File: src/rtl/priority_event_fifo.sv
// Change detector for the priority encoder's code: each new code is timestamped
// with a free-running counter and queued in a show-ahead FIFO for the host to drain.
module priority_event_fifo #(
    parameter int DEPTH = 4,
    parameter int TS_W  = 8
) (
    input  logic                     clk,
    input  logic                     rst,
    input  logic [7:0]               code_in,
    input  logic                     sample_en,
    input  logic                     rd_pop,
    output logic                     rd_valid,
    output logic [TS_W+7:0]          rd_data,
    output logic [$clog2(DEPTH):0]   count,
    output logic                     overflow,
    input  logic                     clr_ovf
);

    localparam int PTR_W  = $clog2(DEPTH);
    localparam int CNT_W  = PTR_W + 1;
    localparam int DATA_W = TS_W + 8;
    localparam logic [7:0] IDLE_CODE = 8'hF0;

    logic [7:0]        prev_code_reg;
    logic [TS_W-1:0]   ts_reg;
    logic [DATA_W-1:0] mem [DEPTH];
    logic [PTR_W-1:0]  wr_ptr_reg;
    logic [PTR_W-1:0]  rd_ptr_reg;
    logic [CNT_W-1:0]  count_reg;
    logic [CNT_W-1:0]  count_next;
    logic              overflow_reg;

    logic change;
    logic pop_ok;
    logic full;
    logic wr_ok;
    logic drop;

    assign change = sample_en && (code_in != prev_code_reg);
    assign pop_ok = rd_pop && rd_valid;
    assign full   = (count_reg == CNT_W'(DEPTH));
    // A full FIFO still accepts a push when the head leaves on the same edge.
    assign wr_ok  = change && (!full || pop_ok);
    assign drop   = change && full && !pop_ok;

    always_comb begin
        count_next = count_reg;
        case ({wr_ok, pop_ok})
            2'b10:   count_next = count_reg + CNT_W'(1);
            2'b01:   count_next = count_reg - CNT_W'(1);
            default: count_next = count_reg;
        endcase
    end

    always_ff @(posedge clk or posedge rst) begin
        if (rst) begin
            prev_code_reg <= IDLE_CODE;
            ts_reg        <= '0;
            wr_ptr_reg    <= '0;
            rd_ptr_reg    <= '0;
            count_reg     <= '0;
            overflow_reg  <= 1'b0;
        end else begin
            ts_reg    <= ts_reg + TS_W'(1);
            count_reg <= count_next;
            if (change)
                prev_code_reg <= code_in;
            if (wr_ok)
                wr_ptr_reg <= wr_ptr_reg + PTR_W'(1);
            if (pop_ok)
                rd_ptr_reg <= rd_ptr_reg + PTR_W'(1);
            // A drop on the same edge as a clear leaves the flag set.
            if (drop)
                overflow_reg <= 1'b1;
            else if (clr_ovf)
                overflow_reg <= 1'b0;
        end
    end

    // Storage needs no reset: emptiness is tracked by count_reg alone.
    always_ff @(posedge clk) begin
        if (wr_ok)
            mem[wr_ptr_reg] <= {ts_reg, code_in};
    end

    assign rd_valid = (count_reg != '0);
    assign rd_data  = rd_valid ? mem[rd_ptr_reg] : '0;
    assign count    = count_reg;
    assign overflow = overflow_reg;

endmodule

File: config.mk
export PLATFORM = sky130hd
export DESIGN_NAME = priority_event_fifo
export DESIGN_NICKNAME = d
export VERILOG_FILES = /design/src/rtl/priority_event_fifo.sv
export SDC_FILE = /design/constraint.sdc
export NUM_CORES = 1
export LEC_CHECK = 0
export BUFFER_PORTS_ARGS = -buffer_cell sky130_fd_sc_hd__buf_2
export CAP_MARGIN = 25
export CORE_MARGIN = 2
export CORE_UTILIZATION = 58
export CTS_CLUSTER_DIAMETER = 200
export CTS_CLUSTER_SIZE = 24
export DETAILED_ROUTE_END_ITERATION = 12
export PLACE_DENSITY = 0.81
export SLEW_MARGIN = 0
export SYNTH_ARGS = -nofsm -noshare
export SYNTH_HDL_FRONTEND = slang
export SYNTH_SLANG_ARGS = --single-unit
File: constraint.sdc
create_clock -name clk -period 3.5 [get_ports clk]
set_input_delay 0.7 -clock clk [delete_from_list [all_inputs] [get_ports clk]]
set_output_delay 0.7 -clock clk [all_outputs]
set_load 0.005 [all_outputs]
==> impl_metrics.toml, run 1 <==
[outcome]
status = "completed"

[clock_tree]
cts_root_buf = "clkbuf_8"
cts.sinks = 88
post_cts_resized = 0
clock_latency_ns = 0.35
cts-htree-levels = 3
post-cts-setup-buffers = 0
cts_tree = "yes"
cts.clk_slew.worst_paths_ns = 0.08
hold_buffers = 0
cts_buffers = 9
cts_buffer_depth = 2

[yosys]
synth_seq_area_share_pct = 69.5
ys_warn_count = 0
synth_edf_count = 64
synth_async_sr_flop_share_pct = 27.3
netlist_instances = 222
avgSynthCellArea_um2 = 16.4
yosys_register_bits = 88
synth_nets = 241
synth_top_flop_cell = "edfxtp_1"
synth_cell_types = 34
synth_area_um2 = 3640

[final_layout]
layoutNonFillerInstCount = 345
final_net_count = 284
drive_gt1_share_pct = 27.4
ff_latch_area_um2 = 2530
multi_input_area_um2 = 1040
fillers = 401
largest_reg_flops = 64
area_growth_pct = 13.2
diodes = 0

[critical_path]
start_kind = "flop"
r2r-end = "count[2]"
slowest_stage = "or3_1"
regToRegSetupSlack_ns = 0.78
path_cells = "or3_1 > nand2_1 > nor2_1 > fa_1 > nand2b_1 > o211a_1 > a311o_1"
crit_path_end_kind = "flop"
crit_path_max_incr_delay_ns = 0.65
critPathArrivalTime_ns = 2.96
worst_r2r_path_depth = 7
cp.required_ns = 3.74
cp_max_fo = 20
path_class = "flop to flop"
timing.rr.start = "count[0]"

[sta]
post-route-period-util_pct = 77.7
fin_tns_setup_ns = 0
fin_skew_ns = 0.00786
finalHoldViolations = 0
setup_violations = 0
relSlewSlack_pct = 45.4
max_freq_mhz = 368
drv_slew = 0
min_period_ns = 2.72
worst_pin_slew_ns = 0.820
rsz0062_at_grt = "no"

[die]
die_area_um2 = 6920
rows = 28
start_util_pct = 60.7
die_x_um = 83.2
core_um2 = 5990
die_h_um = 83.2
io_pins = 34

[power_and_ir_drop]
power_frac_seq_pct = 47.3
power_switching_w = 0.000898
cellLeakagePower_nw = 1.59
intPower_w = 0.00219
p_comb_share_pct = 30.8
irDropWorstVdd_v = 0.000439
clock_power_share_pct = 21.9
switching_share_pct = 29.1
power_density_nw_per_um2 = 750

[global_route]
gr-usage-all-layers_pct = 19.7
antenna_found_initial = 0
grt_pass1_wl_um = 10100
grt_pass1_vias = 1975
grt-ovfl-total = 0
grt_max_degree = 25

[job]
cap_violations = 0

[routing]
drc = 0
wire_per_inst_um = 18.2
routed_wl_um = 6270
post_drt_via_cell_ratio = 5.58
firstDrtPassIters = 4
drtIter0Drc = 109
route.vias.total = 1924
ant_nets = 0

[place]
hpwl_um = 4060
io_buffers = 33
place.gp.congestion = 0.814
dp_cells = 328

[hold_path]
hp-class = "input port to asynchronous set/reset pin"
worst max-delay path by stage:
stage	slack, ns	from	to	depth (start not counted)
floorplan	0.75	code_in[3]	count[2]	10
global placement	0.90	count[1]	count[2]	7
detailed placement	0.78	count[1]	count[2]	7
CTS	0.77	count[0]	count[2]	7
global route	0.63	count[0]	count[2]	7
finish	0.78	count[0]	count[2]	7
stage by stage:
stage | setup slack, ns | hold WS [ns] | instance area, um2 | util [%] | total power, W
2_1_floorplan | 0.749 | 0.446 | 3640 | - | 0.00209
3_3_place_gp | 0.899 | 0.456 | 3900 | 65.1 | 0.00241
3_5_place_dp | 0.783 | 0.460 | 3900 | 65.1 | 0.00245
4_1_cts | 0.768 | 0.470 | 4090 | 68.3 | 0.00312
5_1_grt | 0.627 | 0.398 | 4120 | 68.7 | 0.00327
6_report | 0.782 | 0.364 | 4120 | 68.7 | 0.00309
critical path: cells and delay by family, from the launching register on:
family / cells / cell delay (ns)
adders and majority gates: 1 / 0.42
DFF: 1 / 0.47
AOI/OAI and AO/OA: 2 / 0.51
and+or+nand+nor: 4 / 1.19
cells in the final DEF, fill, tap and decap left out, drive strengths merged, types with 2 or more instances in the layout:
master and instances:
and2 17, clkinv 3, inv 8, nand2 28, xnor2 16, nor2 3, dfstp 4, clkbuf 12
and3 5, mux2i 2, ha 5, nand4 3, mux4 16, edfxtp 64, buf 40, nand3 5
xor2 3, dfrtp 20
area by class of cell:
class	instances	share of cell area, %
clock inverters	4	1.06
inverters	8	0.729
well taps	75	2.28
multi-input cells	118	25.2
clock buffers	12	3.53
flip-flops and latches	88	61.4
repair buffers	40	5.78
routing by layer:
metal  share of wire [%]  vias up  track usage (%)
li1                    -      904                -
met1                  44      955             26.2
met2                  48       55             31.1
met3                 5.6       10             4.37
met4                 1.7        0             9.54
met5                   0        -                0
cell families after synthesis:
group                    share of synthesized area (%)
multiplexers                                      10.8
XOR/XNOR                                          4.58
buffers and inverters                             1.93
AND/OR/NAND/NOR                                   8.91
adder cells (fa/ha/maj)                           2.27
AO/OA/AOI/OAI                                     2.03
flip-flops                                        69.5
synthesized netlist by cell type (all sizes together), types with 4 or more instances:
| cell | number | share of area [%] |
|---|---|---|
| inv | 8 | 0.83 |
| and3 | 5 | 0.86 |
| clkbuf | 4 | 0.41 |
| edfxtp | 64 | 53 |
| xnor2 | 16 | 3.9 |
| buf | 4 | 0.69 |
| dfrtp | 20 | 14 |
| mux4 | 16 | 9.9 |
| dfstp | 4 | 2.9 |
| nand3 | 5 | 0.69 |
| and2 | 17 | 2.9 |
| nand2 | 28 | 2.9 |
| ha | 5 | 1.7 |
power by group through the flow:
stage                     registers, W  logic (W)  clock network [W]
after floorplan                0.00142   0.000674                  0
after global placement         0.00147   0.000939                  0
after detailed placement       0.00149   0.000966                  0
after CTS                      0.00146   0.000970           0.000683
after global routing           0.00148    0.00106           0.000728
final                          0.00146   0.000953           0.000676
No activity file was read; power rests on OpenSTA's default activity.
==> run 2: changes to the inputs <==
==> constraint.sdc (replaced) <==
create_clock -name clk -period 2.77 [get_ports clk]
set_input_delay 0.554 -clock clk [delete_from_list [all_inputs] [get_ports clk]]
set_output_delay 0.554 -clock clk [all_outputs]
set_load 0.005 [all_outputs]
==> run 2 against run 1 <==
Cell area grew 2.4%. Sequential cell count is the same. Critical path type unchanged. Largest power group unchanged. Register-to-register slack lost 0.42 ns. Count of clock-buffer cells in the layout shrank 1.
==> impl_metrics.toml, run 2 (same netlist as run 1, synthesis figures left out) <==
[die]
die_h_um = 83.2
rows = 28
io_pins = 34
start_util_pct = 60.7
die_x_um = 83.2
die_area_um2 = 6920
core_um2 = 5990

[sta]
fin_skew_ns = 0.00867
relSlewSlack_pct = 41.3
setup_violations = 0
post-route-period-util_pct = 86.9
max_freq_mhz = 415
worst_pin_slew_ns = 0.881
fin_tns_setup_ns = 0
min_period_ns = 2.41
drv_slew = 0
rsz0062_at_grt = "no"
finalHoldViolations = 0

[routing]
ant_nets = 0
route.vias.total = 1955
wire_per_inst_um = 18.5
routed_wl_um = 6410
drc = 0
firstDrtPassIters = 4
drtIter0Drc = 147
post_drt_via_cell_ratio = 5.63

[global_route]
grt-ovfl-total = 0
gr-usage-all-layers_pct = 20.4
antenna_found_initial = 0
grt_max_degree = 25
grt_pass1_vias = 1980
grt_pass1_wl_um = 10300

[place]
place.gp.congestion = 0.830
hpwl_um = 4240
io_buffers = 33

[power_and_ir_drop]
power_w = 0.00423
irDropWorstVdd_v = 0.000530
power_density_nw_per_um2 = 1000
cellLeakagePower_nw = 1.63

[critical_path]
start_kind = "flop"
timing.rr.start = "prev_code_reg[6]"
worst_r2r_path_depth = 8
setup.worst_path.start = "prev_code_reg[6]"
path_class = "flop to flop"
cp.required_ns = 3.02
cp_max_fo = 10
critPathArrivalTime_ns = 2.66
regToRegSetupSlack_ns = 0.36
endpoint = "count[2]"
crit_path_end_kind = "flop"
r2r-end = "count[2]"

[clock_tree]
cts.clk_slew.worst_paths_ns = 0.08
clock_latency_ns = 0.36
cts-htree-levels = 3
cts_tree = "yes"
cts_buffer_depth = 2
cts.sinks = 88
post-cts-setup-buffers = 0
cts_buffers = 9
post_cts_resized = 0
cts_root_buf = "clkbuf_8"
hold_buffers = 0

[outcome]
status = "completed"

[final_layout]
layout.cells.most_common = "edfxtp_1"
area_growth_pct = 15.9
final_cell_mix = "edfxtp_1 (64), buf_2 (33), nand2_1 (28)"
fillers = 386
drive_gt1_share_pct = 28.3
final_net_count = 286
largest_reg_flops = 64
diodes = 0

[job]
cap_violations = 0

[hold_path]
hp-class = "input port to asynchronous set/reset pin"
==> run 2: power by group <==
| part | leakage [nW] | internal, W | switching [W] |
|---|---|---|---|
| sequential | 0.871 | 0.00169 | 0.000139 |
| clock | 0.128 | 0.000692 | 0.000431 |
| combinational | 0.635 | 0.000670 | 0.000604 |
| total | 1.63 | 0.00306 | 0.00117 |
==> run 2: metrics by stage <==
step / std cells / setup WS [ns] / area (um2) / utilization (%) / hold slack (ns)
6_report: 347 / 0.362 / 4220 / 70.4 / 0.184
5_1_grt: 347 / 0.242 / 4220 / 70.4 / 0.205
4_1_cts: 346 / 0.368 / 4190 / 69.9 / 0.388
3_5_place_dp: 330 / 0.148 / 3930 / 65.6 / 0.459
3_3_place_gp: 330 / 0.227 / 3930 / 65.6 / 0.456
2_1_floorplan: 222 / 0.165 / 3640 / - / 0.446
==> run 2: worst max-delay path: stages, from the launching register on <==
cell,delay (ns)
dfstp_2,0.55
xnor2_1,0.07
nand4_1,0.18
o21a_1,0.29
nor2_1,0.10
fa_1,0.41
nand2b_1,0.18
o211a_1,0.20
a311o_1,0.31
==> run 2: worst min path at each step <==
stage	startpoint	to	depth (start not counted)
5_1_grt	rst	wr_ptr_reg[0]	2
6_report	rst	wr_ptr_reg[0]	2
3_3_place_gp	prev_code_reg[4]	prev_code_reg[4]	2
4_1_cts	clr_ovf	overflow	2
2_1_floorplan	prev_code_reg[4]	prev_code_reg[4]	2
3_5_place_dp	prev_code_reg[4]	prev_code_reg[4]	2
==> run 2: final cells by class <==
type	instances	area [um2]	area share, %
multi-input combinational	118	1040	24.6
timing repair buffer	42	265	6.29
sequential	88	2530	60.0
tap	75	93.8	2.23
clock buffer	11	131	3.12
inverter	8	30.0	0.712
clock inverter	5	129	3.06
==> run 2: layer usage <==
layer | global-route usage [%] | vias to the layer above | part of all wire [%]
li1 | - | 908 | -
met1 | 26.6 | 985 | 43
met2 | 32.5 | 47 | 51
met3 | 4.97 | 15 | 3.8
met4 | 9.69 | 0 | 2.3
met5 | 0 | - | 0
